===== config.mk =====
export PLATFORM = sky130hd
export DESIGN_NAME = register_file
export DESIGN_NICKNAME = d
export VERILOG_FILES = /design/src/rtl/rf_pkg.sv /design/src/rtl/rf_read_port.sv /design/src/rtl/register_file.sv
export SDC_FILE = /design/constraint.sdc
export NUM_CORES = 1
export LEC_CHECK = 0
export ABC_AREA = 1
export ABC_CLOCK_PERIOD_IN_PS = 6740
export CELL_PAD_IN_SITES_DETAIL_PLACEMENT = 0
export CELL_PAD_IN_SITES_GLOBAL_PLACEMENT = 2
export CORE_MARGIN = 2
export CORE_UTILIZATION = 30
export DETAILED_ROUTE_END_ITERATION = 7
export GPL_TIMING_DRIVEN = 0
export PLACE_DENSITY = 0.71
export SETUP_SLACK_MARGIN = 0.1
export SYNTH_ARGS = -nofsm -noshare
export SYNTH_HDL_FRONTEND = slang
export SYNTH_SLANG_ARGS = --single-unit

===== constraint.sdc =====
create_clock -name clk -period 6.74 [get_ports clk]
set_input_delay 0.674 -clock clk [delete_from_list [all_inputs] [get_ports clk]]
set_output_delay 0.674 -clock clk [all_outputs]
set_load 0.02 [all_outputs]

===== src/rtl/rf_pkg.sv =====
// Shared widths and types for the operand register file and its ALU neighbours.
package rf_pkg;

    localparam int RF_N     = 8;
    localparam int RF_M     = 3;
    localparam int RF_DEPTH = 2 ** RF_M;

    typedef logic [RF_N-1:0] rf_data_t;
    typedef logic [RF_M-1:0] rf_addr_t;

endpackage


===== src/rtl/rf_read_port.sv =====
// One registered read port of the register file.
// Build option: define RF_BYPASS_EN to forward a same-edge write to this port.
module rf_read_port
    import rf_pkg::*;
#(
    parameter int N = RF_N,
    parameter int M = RF_M
) (
    input  logic         clk,
    input  logic         rst,
    input  logic         read_en,
    input  logic [M-1:0] read_addr,
    input  logic [N-1:0] mem [2**M],
    input  logic         write_en,
    input  logic [M-1:0] write_addr,
    input  logic [N-1:0] write_data,
    output logic [N-1:0] q
);

    logic [N-1:0] read_value;
    logic [N-1:0] q_reg;

`ifdef RF_BYPASS_EN
    // Forward the incoming write when it targets the address being read this edge.
    always_comb begin
        read_value = mem[read_addr];
        if (write_en && (write_addr == read_addr)) begin
            read_value = write_data;
        end
    end
`else
    // Without forwarding the write-side inputs are intentionally ignored.
    logic unused_write_side;
    assign unused_write_side = &{1'b0, write_en, write_addr, write_data};

    // Plain array read; a same-edge write is seen on the following read.
    always_comb begin
        read_value = mem[read_addr];
    end
`endif

    // Output register: loads on strobe, otherwise holds the last operand.
    always_ff @(posedge clk or posedge rst) begin
        if (rst) begin
            q_reg <= '0;
        end else if (read_en) begin
            q_reg <= read_value;
        end
    end

    assign q = q_reg;

endmodule


===== src/rtl/register_file.sv =====
// Dual-read, single-write operand register file feeding the ALU A/B inputs.
// Build option: RF_BYPASS_EN enables write-to-read forwarding on both ports.
module register_file
    import rf_pkg::*;
#(
    parameter int N = RF_N,
    parameter int M = RF_M
) (
    input  logic         clk,
    input  logic         rst,
    input  logic         write_en,
    input  logic [M-1:0] write_addr,
    input  logic [N-1:0] write_data,
    input  logic         readA_en,
    input  logic [M-1:0] readA_addr,
    input  logic         readB_en,
    input  logic [M-1:0] readB_addr,
    output logic [N-1:0] QA,
    output logic [N-1:0] QB
);

    localparam int DEPTH = 2 ** M;

    // Flop-based storage: every word must clear on asynchronous reset.
    logic [N-1:0] mem_reg [DEPTH];

    // Write port; reset wins over a pending write in the same cycle.
    always_ff @(posedge clk or posedge rst) begin
        if (rst) begin
            for (int i = 0; i < DEPTH; i++) begin
                mem_reg[i] <= '0;
            end
        end else if (write_en) begin
            mem_reg[write_addr] <= write_data;
        end
    end

    logic         port_en   [2];
    logic [M-1:0] port_addr [2];
    logic [N-1:0] port_q    [2];

    assign port_en[0]   = readA_en;
    assign port_addr[0] = readA_addr;
    assign port_en[1]   = readB_en;
    assign port_addr[1] = readB_addr;

    // Two identical read ports: index 0 is operand A, index 1 is operand B.
    generate
        for (genvar gi = 0; gi < 2; gi++) begin : g_port
            rf_read_port #(
                .N (N),
                .M (M)
            ) u_port (
                .clk        (clk),
                .rst        (rst),
                .read_en    (port_en[gi]),
                .read_addr  (port_addr[gi]),
                .mem        (mem_reg),
                .write_en   (write_en),
                .write_addr (write_addr),
                .write_data (write_data),
                .q          (port_q[gi])
            );
        end
    endgenerate

    assign QA = port_q[0];
    assign QB = port_q[1];

endmodule

==> results summary <==
The count of buffering cells on the critical path with inverters included is 1. The TritonCTS clock tree is done. The length of the first detailed-routing pass in iterations came out at 5.

Setup repair after global routing left no endpoint under its margin. The final hold violation count came out at 0. The switching power is between 0.4 and 0.5 mW. The initial antenna violation count was 0.

The post-synthesis net count came out at 632. The total count of max-transition violations in the final report came out at 0. Across the run, the number of max-cap violations was 0. The flow ran to the end, and the final reports show no timing, DRC or antenna violations.

Cells with a size suffix above 1 make up 6.412% of the layout. The switching power share of the total is 30.75%. The normalized max-slew margin is 62.13%. Combinational logic is responsible for 22.8% of the overall power. In this design, the stage delay of the slowest critical-path cell is ~0.6 ns. In this run the remaining antenna-violating nets after routing total 0. The mean post-synth cell area came out at between 7 and 8 µm². Summed over all layers, the routed wires come to 15620 µm. After detailed routing, the average wire length per cell comes to 18.70 µm. The buffers inserted during post-CTS setup optimization came out at 0. TritonCTS created 9 clock buffers. Once the clock tree was built, the resizer swapped 0 gates to a different size.

The register area came out at 2002 µm². The violation count after the first detailed-route iteration is 329. The clock network burns 37.2% of the power. The arrival time of the worst setup path came out at 1.32 ns. The core region area is 13930 µm².

The clock passes through at most 2 buffers. The total of flip-flops plus latches after synthesis is 80. The number of diodes is 0.

The critical path is of the reg2out type. The area of the die came out at about 15000 µm². The placed standard-cell area came out at 4842 µm². The uppermost signal routing layer after detailed routing is met4. The area overhead of the layout relative to synthesis came out at 20.53%. The via count of the routed design is ~4000. The count of port buffers added during placement is 29. Clock skew on the completed layout was measured at 0.009102 ns. The synthesized instance count is 610. For this run the aggregate overflow at the end of global routing stands at 0. Summed over all instances, the cell type with the most area after synthesis is dfrtp_1. The worst setup path is captured at an output pin. The met3 routed wirelength came out at 856 µm. The cell area after technology mapping is 4297 µm². The critical path goes through clkdlybuf4s50_1. The area of combinational cells with multiple inputs is around 1800 µm². The time the worst path needs with I/O delays and setup came out at between 1.5 and 2 ns. Setup total negative slack on the finished layout was measured at 0 ns. The worst endpoint required time came out at 6.07 ns. The deepest level of the CTS H-tree is 3. The largest net degree at the start of global routing came out at 49. The overall routing resource usage came out at a little over a fifth.

Dividing the detail-routed via count by the number of cells gives 4.937. For this design the ratio of total power to cell area is 295.5 nW/µm². Cell internal power was estimated by the tool at 1.060 mW. The wire length on met2 came out at just under 7000 µm. Fill cells in the final layout number 1504. The final RePlAce weighted congestion came out at between 0.8 and 0.9. At the pin with the least slew margin, the transition time is 0.5681 ns. The count of pins on the block boundary came out at 38. The worst setup path is launched from a flip-flop.

The number of global-route vias before repair was 3896. The commonest non-fill, non-tap cell in the layout is nand2_1. Yosys mapped the design onto 13 distinct sky130hd cell types. The clock-pin transition on the worst setup and hold timing paths is about 0.06 ns. The TritonCTS sink count is 80. The ratio of final minimum period to clock period came out at 29.64%. The number of instances in the placed design is approximately 800. VDD sags by at most 0.1173 mV. The peak clock frequency supported by timing came out at 500.5 MHz. The count of non-filler cells in the finished layout is 835. The count of yosys warnings during synthesis is 0. The synthesized design devotes to its leading area cell type 46.59% of total area.

In this run the vertical extent of the chip is 123.7 µm. The leakage power came out at 2.679 nW. The power share of the sequential group is 40.0%. The DRC violation count after routing came out at 0. The starting density of the core came out at 30.83%. The critical-path cell with the highest stage delay is clkdlybuf4s50_1. The sequential element share of the synthesized area came out at 46.59%.

The top cell types in the final layout, fill and taps aside, are nand2_1, nand3_1, inv_1, dfrtp_1, o21ai_0. By area the synthesized netlist is led by dfrtp_1, nand2_1, nand3_1. The flip-flop count of the largest register, all copies and words added came out at 64. At the end of the flow, the number of nets in the layout was 673.

The worst min-delay path category is reg2reg. The site row count came out at 43. The first global-routing pass estimated between 20000 and 25000 µm of wire.

After detailed routing, the wire length on met1 is approximately 7500 µm. For the worst-skew pair, the clock arrives at the later sink with an insertion delay of between 0.3 and 0.4 ns. In this run the worst path has a maximum fanout of 2.

The cell sitting at the root of the clock tree is a clkbuf_16. The family with the most delay on the worst path is buffers and inverters. The cell area after layout is 5179 µm².

The HPWL after detailed placement is 11380 µm. The setup-violating endpoint count in the final report came out at 0. After clock tree synthesis, the flow added hold-fix buffers numbering 0. Measured along the x axis, the die boundary spans 123.7 µm.
[cells in the mapped netlist]
library cell	n
buf_4	5
inv_1	85
clkbuf_1	6
buf_1	1
nor2_1	3
dfrtp_1	80
buf_2	16
nand3_1	113
buf_6	4
nor2_2	1
nand2_1	231
o21ai_0	64
nor3_4	1
[path summary, 6_finish.rpt]
| kind | from | endpoint | slack [ns] | depth (start not counted) |
|---|---|---|---|---|
| min in group asynchronous | rst | mem_reg[30]$_DFFE_PP0P_ | 0.69 | 2 |
| hold / removal | g_port[1].u_port.q[0]$_DFFE_PP0P_ | g_port[1].u_port.q[0]$_DFFE_PP0P_ | 0.48 | 2 |
| hold reg to reg | g_port[1].u_port.q[0]$_DFFE_PP0P_ | g_port[1].u_port.q[0]$_DFFE_PP0P_ | 0.48 | 2 |
| setup reg to reg | mem_reg[20]$_DFFE_PP0P_ | g_port[1].u_port.q[4]$_DFFE_PP0P_ | 5.61 | 6 |
| setup / recovery | g_port[1].u_port.q[1]$_DFFE_PP0P_ | QB[1] | 4.74 | 1 |
| max in group asynchronous | rst | mem_reg[32]$_DFFE_PP0P_ | 5.45 | 3 |
[logic make-up (layout without fill, tap and decap cells)]
kind of cell | count (synthesis) | in the layout | synth area share [%]
AO/OA/AOI/OAI | 64 | 64 | 7.455
buffers and inverters | 117 | 162 | 11.82
flip-flops | 80 | 80 | 46.59
AND/OR/NAND/NOR | 349 | 349 | 34.13
[per-stage QoR]
step	worst slack (ns)	util [%]	power [mW]	hold WS [ns]
2_1_floorplan	4.014	-	0.8325	0.4530
5_1_grt	4.668	37.16	1.621	0.5019
4_1_cts	4.734	37.16	1.543	0.4832
3_5_place_dp	4.420	34.75	0.9679	0.4674
3_3_place_gp	2.592	34.53	0.9605	0.4669
6_report	4.742	37.16	1.530	0.4795
[power groups by stage]
stage | Sequential [mW] | Combinational, mW | Clock (mW)
4_1_cts | 0.612 | 0.349 | 0.581
3_3_place_gp | 0.618 | 0.343 | 0
5_1_grt | 0.623 | 0.394 | 0.604
2_1_floorplan | 0.626 | 0.206 | 0
3_5_place_dp | 0.620 | 0.348 | 0
6_report | 0.612 | 0.349 | 0.569
[metal layers]
layer	global-route usage, %	up-vias
met2	32.35	129
met5	0	-
met3	4.258	23
li1	-	1988
met4	8.310	0
met1	31.69	1982
[area by class of cell]
| class | instances | share of cell area [%] |
|---|---|---|
| Buffer | 32 | 3.648 |
| Timing Repair Buffer | 30 | 6.137 |
| Multi-Input combinational cell | 413 | 34.50 |
| Clock inverter | 3 | 1.740 |
| Tap cell | 180 | 4.349 |
| Inverter | 85 | 6.209 |
| Sequential cell | 80 | 38.66 |
| Clock buffer | 12 | 4.760 |
Note: power is estimated with default switching activity, not from simulation.
